===== config.mk =====
export PLATFORM = sky130hd
export DESIGN_NAME = mem_arbiter
export DESIGN_NICKNAME = d
export VERILOG_FILES = /design/src/rtl/cpu_types_pkg.sv /design/src/rtl/mem_arb_timer.sv /design/src/rtl/mem_arbiter.sv
export SDC_FILE = /design/constraint.sdc
export NUM_CORES = 1
export LEC_CHECK = 0
export ABC_CLOCK_PERIOD_IN_PS = 1700
export CORE_ASPECT_RATIO = 0.5
export CORE_UTILIZATION = 38
export CTS_CLUSTER_DIAMETER = 200
export DETAILED_ROUTE_END_ITERATION = 10
export PLACE_DENSITY = 0.85
export SYNTH_ARGS = -nofsm -noshare
export SYNTH_HDL_FRONTEND = slang
export SYNTH_SLANG_ARGS = --single-unit
export TNS_END_PERCENT = 20

===== constraint.sdc =====
create_clock -name CLK -period 1.7 [get_ports CLK]
set_input_delay 0.51 -clock CLK [delete_from_list [all_inputs] [get_ports CLK]]
set_output_delay 0.51 -clock CLK [all_outputs]
set_load 0.01 [all_outputs]

===== src/rtl/cpu_types_pkg.sv =====
// Shared CPU datapath types: words, RAM handshake states and memory-arbiter states.
package cpu_types_pkg;

    typedef logic [31:0] word_t;

    // RAM handshake state reported by the memory model/controller.
    typedef enum logic [1:0] {
        FREE   = 2'b00,
        BUSY   = 2'b01,
        ACCESS = 2'b10,
        ERROR  = 2'b11
    } ramstate_t;

    // Memory arbiter FSM states.
    typedef enum logic [2:0] {
        IDLE,
        IACC,
        DACC,
        IRESP,
        DRESP
    } arb_state_t;

    // Word returned to a reader whose RAM access failed or timed out.
    localparam word_t BAD_WORD = 32'hBAD1_BAD1;

endpackage


===== src/rtl/mem_arb_timer.sv =====
// Resettable saturating up-counter; clear has priority over increment.
module mem_arb_timer #(
    parameter int unsigned Width = 4,
    parameter int unsigned Limit = 15
) (
    input  logic             clk_i,
    input  logic             rst_i,
    input  logic             clr_i,
    input  logic             inc_i,
    output logic [Width-1:0] cnt_o
);

    localparam logic [Width-1:0] MaxCnt = Width'(Limit);

    logic [Width-1:0] cnt_q, cnt_d;

    // Next count: clear, or step up until the limit and hold there.
    always_comb begin
        cnt_d = cnt_q;
        if (clr_i) begin
            cnt_d = '0;
        end else if (inc_i && (cnt_q != MaxCnt)) begin
            cnt_d = cnt_q + 1'b1;
        end
    end

    // Count register with synchronous reset.
    always_ff @(posedge clk_i) begin
        if (rst_i) begin
            cnt_q <= '0;
        end else begin
            cnt_q <= cnt_d;
        end
    end

    assign cnt_o = cnt_q;

endmodule


===== src/rtl/mem_arbiter.sv =====
// Instruction/data arbiter onto a single-ported RAM: one transaction at a time,
// data-first with bounded instruction starvation, and a RAM non-response timeout.
module mem_arbiter
    import cpu_types_pkg::*;
#(
    parameter int unsigned STARVE_MAX = 4,
    parameter int unsigned TIMEOUT    = 64
) (
    input  logic      CLK,
    input  logic      RST,
    input  logic      iREN,
    input  logic      dREN,
    input  logic      dWEN,
    input  word_t     iaddr,
    input  word_t     daddr,
    input  word_t     dstore,
    output logic      iwait,
    output logic      dwait,
    output word_t     iload,
    output word_t     dload,
    output logic      ramREN,
    output logic      ramWEN,
    output word_t     ramaddr,
    output word_t     ramstore,
    input  word_t     ramload,
    input  ramstate_t ramstate,
    output logic      ram_err
);

    localparam int unsigned StarveW = (STARVE_MAX > 0) ? $clog2(STARVE_MAX + 1) : 1;
    localparam int unsigned TcntW   = (TIMEOUT > 2) ? $clog2(TIMEOUT) : 1;
    localparam logic [StarveW-1:0] StarveLim = StarveW'(STARVE_MAX);
    localparam logic [TcntW-1:0]   TcntLim   = TcntW'(TIMEOUT - 1);

    arb_state_t state_q;
    word_t      req_addr_q, req_store_q;
    logic       req_wr_q;
    logic       ren_q, wen_q;
    word_t      iload_q, dload_q;
    logic       err_q;

    logic [StarveW-1:0] starve_cnt;
    logic [TcntW-1:0]   tcnt;

    logic data_req, in_idle, in_acc;
    logic grant_i, grant_d;
    logic acc_ok, acc_fail;

    // Arbitration and access-completion decode.
    always_comb begin
        data_req = dREN | dWEN;
        in_idle  = (state_q == IDLE);
        in_acc   = (state_q == IACC) || (state_q == DACC);
        // Instruction only wins over a pending data request once starvation hits the cap.
        grant_i  = in_idle && iREN && (!data_req || (starve_cnt == StarveLim));
        grant_d  = in_idle && data_req && !grant_i;
        acc_ok   = in_acc && (ramstate == ACCESS);
        acc_fail = in_acc && !acc_ok && ((ramstate == ERROR) || (tcnt == TcntLim));
    end

    mem_arb_timer #(
        .Width (StarveW),
        .Limit (STARVE_MAX)
    ) u_starve_timer (
        .clk_i (CLK),
        .rst_i (RST),
        .clr_i (grant_i | (grant_d & ~iREN)),
        .inc_i (grant_d & iREN),
        .cnt_o (starve_cnt)
    );

    mem_arb_timer #(
        .Width (TcntW),
        .Limit (TIMEOUT - 1)
    ) u_access_timer (
        .clk_i (CLK),
        .rst_i (RST),
        .clr_i (grant_i | grant_d),
        .inc_i (in_acc & ~acc_ok & ~acc_fail),
        .cnt_o (tcnt)
    );

    // Arbiter FSM: latches the winning request, drives registered RAM strobes, captures loads.
    always_ff @(posedge CLK) begin
        if (RST) begin
            state_q     <= IDLE;
            req_addr_q  <= '0;
            req_store_q <= '0;
            req_wr_q    <= 1'b0;
            ren_q       <= 1'b0;
            wen_q       <= 1'b0;
            iload_q     <= '0;
            dload_q     <= '0;
            err_q       <= 1'b0;
        end else begin
            unique case (state_q)
                IDLE: begin
                    if (grant_i) begin
                        state_q    <= IACC;
                        req_addr_q <= iaddr;
                        req_wr_q   <= 1'b0;
                        ren_q      <= 1'b1;
                        wen_q      <= 1'b0;
                    end else if (grant_d) begin
                        // Both dREN and dWEN high is a write.
                        state_q     <= DACC;
                        req_addr_q  <= daddr;
                        req_store_q <= dstore;
                        req_wr_q    <= dWEN;
                        ren_q       <= ~dWEN;
                        wen_q       <= dWEN;
                    end
                end
                IACC, DACC: begin
                    if (acc_ok || acc_fail) begin
                        if (!req_wr_q) begin
                            if (state_q == IACC) begin
                                iload_q <= acc_ok ? ramload : BAD_WORD;
                            end else begin
                                dload_q <= acc_ok ? ramload : BAD_WORD;
                            end
                        end
                        if (acc_fail) begin
                            err_q <= 1'b1;
                        end
                        ren_q   <= 1'b0;
                        wen_q   <= 1'b0;
                        state_q <= (state_q == IACC) ? IRESP : DRESP;
                    end
                end
                IRESP, DRESP: begin
                    state_q <= IDLE;
                end
                default: begin
                    state_q <= IDLE;
                    ren_q   <= 1'b0;
                    wen_q   <= 1'b0;
                end
            endcase
        end
    end

    // Wait releases decode the state register only, so nothing combinational reaches them.
    assign iwait    = (state_q != IRESP);
    assign dwait    = (state_q != DRESP);
    assign iload    = iload_q;
    assign dload    = dload_q;
    assign ramREN   = ren_q;
    assign ramWEN   = wen_q;
    assign ramaddr  = req_addr_q;
    assign ramstore = req_store_q;
    assign ram_err  = err_q;

endmodule


== Word-level counts from Yosys, hierarchy flattened ==
Index checks and enable logic that the tools add are counted.

* Bits in registers: 144
* Output and inout port bits: 133
* Word-level logic and storage cells: 86

* $add $sub $neg: 2
* Equality and inequality tests: 14
* Muxes and demuxes: 15
* Bitwise operators: 15
* Reductions and logical operators: 29

{| class="wikitable"
|+ Operator list
! kind !! count
|-
| two-way mux 32 bit || 3
|-
| two-way mux 3 bit || 4
|-
| logical AND 1 bit || 9
|-
| AND reduction 3 bit || 3
|-
| NOT 1 bit || 8
|-
| AND reduction 4 bit || 2
|-
| OR reduction 2 bit || 4
|-
| adder 6 x 1 -> 6 bit, second input constant || 1
|-
| == test 3 x 2 -> 1 bit, second input constant || 2
|-
| == test 3 bit, second input constant || 2
|-
| == test 6 bit, second input constant || 1
|-
| inequality test 3 bit, second input constant || 2
|-
| inequality test 6 bit, second input constant || 1
|-
| one-hot mux 1 bit (3 select lines) || 2
|-
| one-hot mux 3 bit (2 select lines) || 1
|-
| two-way mux 1 bit || 5
|-
| AND 1 bit || 4
|-
| == test 2 bit, second input constant || 2
|-
| logical OR 1 bit || 4
|-
| AND reduction 2 bit || 2
|-
| adder 3 x 1 -> 3 bit, second input constant || 1
|-
| == test 3 x 1 -> 1 bit, second input constant || 1
|-
| zero test 1 bit || 3
|-
| zero test 3 bit || 1
|-
| other kinds (5) || 7
|}

== Depth between registers and ports, before layout ==
* Depth in word-level cells: 9
* Depth in mapped cells: 7
* Mapped depth without buffers: 6

== Modules after synthesis ==
A second synthesis with hierarchy kept.

* Cell total of the unflattened synthesis: 674
* Area total of the unflattened synthesis: 6408.6 µm²

{| class="wikitable"
|+ By module, submodules not included
! module !! times used !! cells each !! area an instance (µm²) !! sequential area each (µm²)
|-
| mem_arbiter || 1 || 628 || 5933.2 || 2702.6
|-
| mem_arb_timer at u_access_timer || 1 || 29 || 286.5 || 120.1
|-
| mem_arb_timer at u_starve_timer || 1 || 17 || 188.9 || 60.1
|}

== Least setup slack after synthesis ==
OpenSTA, ideal clock, no wires.

* Path type: input to register
* Start: input port dWEN
* End: register req_addr_q[14], in the netlist ramaddr[14]
* Library setup time: 0.086 ns
* Data arrival time: 1.693 ns
* Required time: 1.614 ns
* Slack: -0.079 ns
* Cell stages on the path: 5
* Cell sequence: o2bb2ai_1 nand3_1 buf_2 mux2i_1 a211oi_1

* Word-level cells in the longest chain between the ends: 8

{| class="wikitable"
|+ RTL lines
! item !! line !! text
|-
| start: declaration || mem_arbiter.sv:13 || <nowiki>input logic dWEN,</nowiki>
|-
| bitwise OR 1 bit (*) || mem_arbiter.sv:51 || <nowiki>data_req = dREN | dWEN;</nowiki>
|-
| zero test 1 bit || mem_arbiter.sv:55 || <nowiki>grant_i = in_idle && iREN && (!data_req || (starve_cnt == StarveLim));</nowiki>
|-
| logical OR 1 bit || mem_arbiter.sv:55 ||
|-
| logical AND 1 bit || mem_arbiter.sv:55 ||
|-
| zero test 1 bit || mem_arbiter.sv:56 || <nowiki>grant_d = in_idle && data_req && !grant_i;</nowiki>
|-
| logical AND 1 bit || mem_arbiter.sv:56 ||
|-
| nonzero test 2 bit (no source line) || - ||
|-
| AND reduction 2 bit (no source line) || - ||
|-
| end signal: assignment || mem_arbiter.sv:100 || <nowiki>req_addr_q <= iaddr;</nowiki>
|-
| end signal: assignment || mem_arbiter.sv:107 || <nowiki>req_addr_q <= daddr;</nowiki>
|-
| end: declaration || mem_arbiter.sv:36 || <nowiki>word_t req_addr_q, req_store_q;</nowiki>
|}

Mark *: on every way between the ends. The rest lies on a longest branch, timed or not.
A chain may end at the register's enable or synchronous reset.

== Final worst setup path ==
* Start: register state_q[1]
* End: output port dwait

* Word-level cells in the longest chain between the ends: 1

{| class="wikitable"
|+ RTL lines
! item !! line !! text
|-
| start: declaration || mem_arbiter.sv:35 || <nowiki>arb_state_t state_q;</nowiki>
|-
| start signal: assignment || mem_arbiter.sv:128 || <nowiki>state_q <= (state_q == IACC) ? IRESP : DRESP;</nowiki>
|-
| inequality test 3 bit || mem_arbiter.sv:145 || <nowiki>assign dwait = (state_q != DRESP);</nowiki>
|-
| end: declaration || mem_arbiter.sv:18 || <nowiki>output logic dwait,</nowiki>
|}

Every way passes these cells.

==> summary.txt <==
STA
  • WHS: 449 ps
  • RSZ-0062 raised after global routing: true
  • # setup viols final: 5
  • Fin. Hold Viols: 0
  • Final WS setup: -84.0 ps
  • Final period utilization: 1.05
  • Pins Over Slew Limit: 0
  • Max Clock Freq: 0.561 GHz
  • Max_slew headroom: 0.749
  • Clk_skew: 12.2 ps
  • Slew @ Worst Pin: 377 ps
  • Post-layout min period: 1780 ps

Floorplan
  • Die Ht: 89.8 um
  • Rows: 31
  • Io pins: 268
  • CORE AREA: 0.0147 mm2
  • DIE WIDTH: 178 um
  • Die ar.: 0.0160 mm2
  • Starting density of the core: 0.398

Power and ir drop
  • Total power: 0.00934 W
  • Leak pwr: 4.74 nW
  • Pwr per Cell Area: 975 mW/mm2
  • Peak supply drop: 672 uV

Cells and area
  • # nets final: 1,055
  • Layout fillers: 1,239
  • Area delta synth->final: 63.6%
  • # diodes: 0
  • Commonest cells after routing, fill and taps aside: dfxtp_1, nand2_1, dlygate4sd2_1
  • Most common cell after layout, fill and taps aside: dfxtp_1
  • Share of cells above drive strength 1: 0.128

Clocking
  • Cts hold-fix bufs: 0
  • CTS root buf: clkbuf_16
  • CTS tree: yes
  • Clock Tree Buf Depth: 2
  • Clock-pin slew on the worst setup and hold paths: 60 ps
  • CTS sink count: 144
  • Cts bufs inserted: 17
  • Clk_lat worst skew: 410 ps
  • H-tree depth: 4

Synthesis
  • Syn avg cell area: 9.29 um2
  • Syn Nets: 769
  • #FFs+latches synth: 144
  • Synthesis Warnings: 0
  • Mapped Area: 0.00586 mm2
  • Post-synthesis sequential area ratio: 0.492
  • Synth unique cells: 40
  • Syn Inst Count: 631

Critical path
  • Worst setup path category: reg2out
  • CP max-delay cell: dfxtp_4
  • Worst setup EP type: output port
  • Crit start category: flop
  • Crit path required time: 1190 ps
  • Worst EP arrival: 1270 ps
  • Crit Path Max Fanout: 6
  • Crit-path max cell delay: 370 ps
  • Critical path cell sequence: or3_4 > buf_6

Flow run
  • # Max-Cap Violations: 0

Place
  • Post-place setup slack: -573 ps
  • Port Buffers: 267
  • Final Wtd Congestion: 0.805
  • Hpwl dp: 12,300 um

Routing
  • First-pass DRT Iterations: 4
  • DR vias/cell: 4.98
  • Average wire per standard cell: 15.4 um
  • DR iter-0 viols: 179
  • Post-DRT Antenna Nets: 0
  • Drt total wl: 17,400 um
  • DR vias: 5,616
  • DRC: 0

GRT
  • Initial antenna violation count: 0
  • First-pass GRT wire length: 26,800 um
  • GRT Residual Overflow: 0
  • Total GRT Usage: 0.207
  • Largest net degree at the start of global routing: 55
  • Vias in the first global route: 5,531

Status
  • Failing checks: setup timing
  • Status: complete, but fails checks

Worst hold path
  • Worst Hold Class: reg2reg
==> path summary, 6_finish.rpt <==
check        slack, ps          from  cells after the start                 endpoint
max                -80    state_q[1]                      2                    dwait
min                450  ramstore[13]                      2             ramstore[13]
max reg2reg        -10    state_q[0]                      5  u_access_timer.cnt_o[5]
min reg2reg        450  ramstore[13]                      2             ramstore[13]
==> timing repair <==
item | in CTS | in global routing
cloned | 0 | 3
gates resized for setup | 149 | 36
pin swaps | 0 | 11
setup endpoints to repair | 265 | 137
buffers inserted | 1 | 3
==> metrics by stage <==
step                cell area (um2)  instances   util  TNS, ps
global placement               8910       1089  0.605   -57920
global route                   9590       1128  0.650    -3570
finish                         9590       1128  0.650     -180
CTS                            9410       1122  0.638    -6460
floorplan                      5870        631      -     -171
detailed placement             8910       1089  0.605   -62310
==> where the power goes <==
part / total, W / internal (W) / leakage (nW) / switching, W
clock network: 0.00387 / 0.00225 / 0.305 / 0.00162
registers: 0.00373 / 0.00361 / 1.18 / 0.000121
logic: 0.00174 / 0.000905 / 3.26 / 0.000835
==> per-layer routing <==
layer / vias to the layer above / wire [um] / global-route usage
li1: 2757 / - / -
met1: 2677 / 7250 / 0.234
met2: 155 / 8920 / 0.379
met3: 27 / 821 / 0.0448
met4: 0 / 393 / 0.0805
met5: - / 0 / 0
==> final cells by class <==
class / count / area, um2 / area share
clock buffer: 17 / 425 / 0.0444
tap: 198 / 248 / 0.0258
timing repair buffer: 314 / 3020 / 0.315
sequential: 144 / 2890 / 0.302
clock inverter: 15 / 193 / 0.0201
inverter: 6 / 22.5 / 0.00235
multi-input combinational: 434 / 2780 / 0.290
==> critical path: cells and delay by family, from the launching register on <==
| kind | cells | cell delay (ps) |
|---|---|---|
| simple gates | 1 | 370 |
| flops | 1 | 370 |
| buf+inv | 1 | 130 |
==> Yosys cell counts, drive strengths merged <==
| master | n | area [um2] |
|---|---|---|
| a211o | 1 | 8.76 |
| a211oi | 33 | 253 |
| a21oi | 42 | 210 |
| a22oi | 1 | 7.51 |
| a32o | 1 | 10.0 |
| a41oi | 1 | 27.5 |
| and2 | 2 | 15.0 |
| buf | 18 | 193 |
| clkbuf | 29 | 109 |
| dfxtp | 144 | 2880 |
| ha | 3 | 37.5 |
| inv | 6 | 22.5 |
| mux2i | 99 | 991 |
| nand2 | 139 | 522 |
| nand2b | 1 | 6.26 |
| nand3 | 20 | 100 |
| nand3b | 2 | 15.0 |
| nand4 | 1 | 6.26 |
| nor2 | 41 | 154 |
| nor3 | 6 | 35.0 |
| nor3b | 1 | 7.51 |
| nor4 | 1 | 6.26 |
| o211ai | 1 | 12.5 |
| o21ai | 23 | 115 |
| o22ai | 1 | 6.26 |
| o2bb2ai | 1 | 8.76 |
| o311a | 1 | 10.0 |
| o31ai | 2 | 15.0 |
| or3 | 5 | 32.5 |
| or4 | 3 | 22.5 |
| xor2 | 2 | 17.5 |
==> registers in the layout, indices dropped and copies added (netlist names), 3 cells and up <==
register and flops:
ramaddr 32, dload 32, ramstore 32, state_q 3
u_access_timer.cnt_o 6, u_starve_timer.cnt_o 3, iload 32
==> cell families after synthesis <==
| kind of cell | share of synthesized area |
|---|---|
| compound gates | 0.117 |
| xor+xnor | 0.00299 |
| fa+ha+maj | 0.00641 |
| buf+inv | 0.0553 |
| flops | 0.492 |
| mux | 0.169 |
| simple gates | 0.157 |
Power figures use the tool's default switching activity.
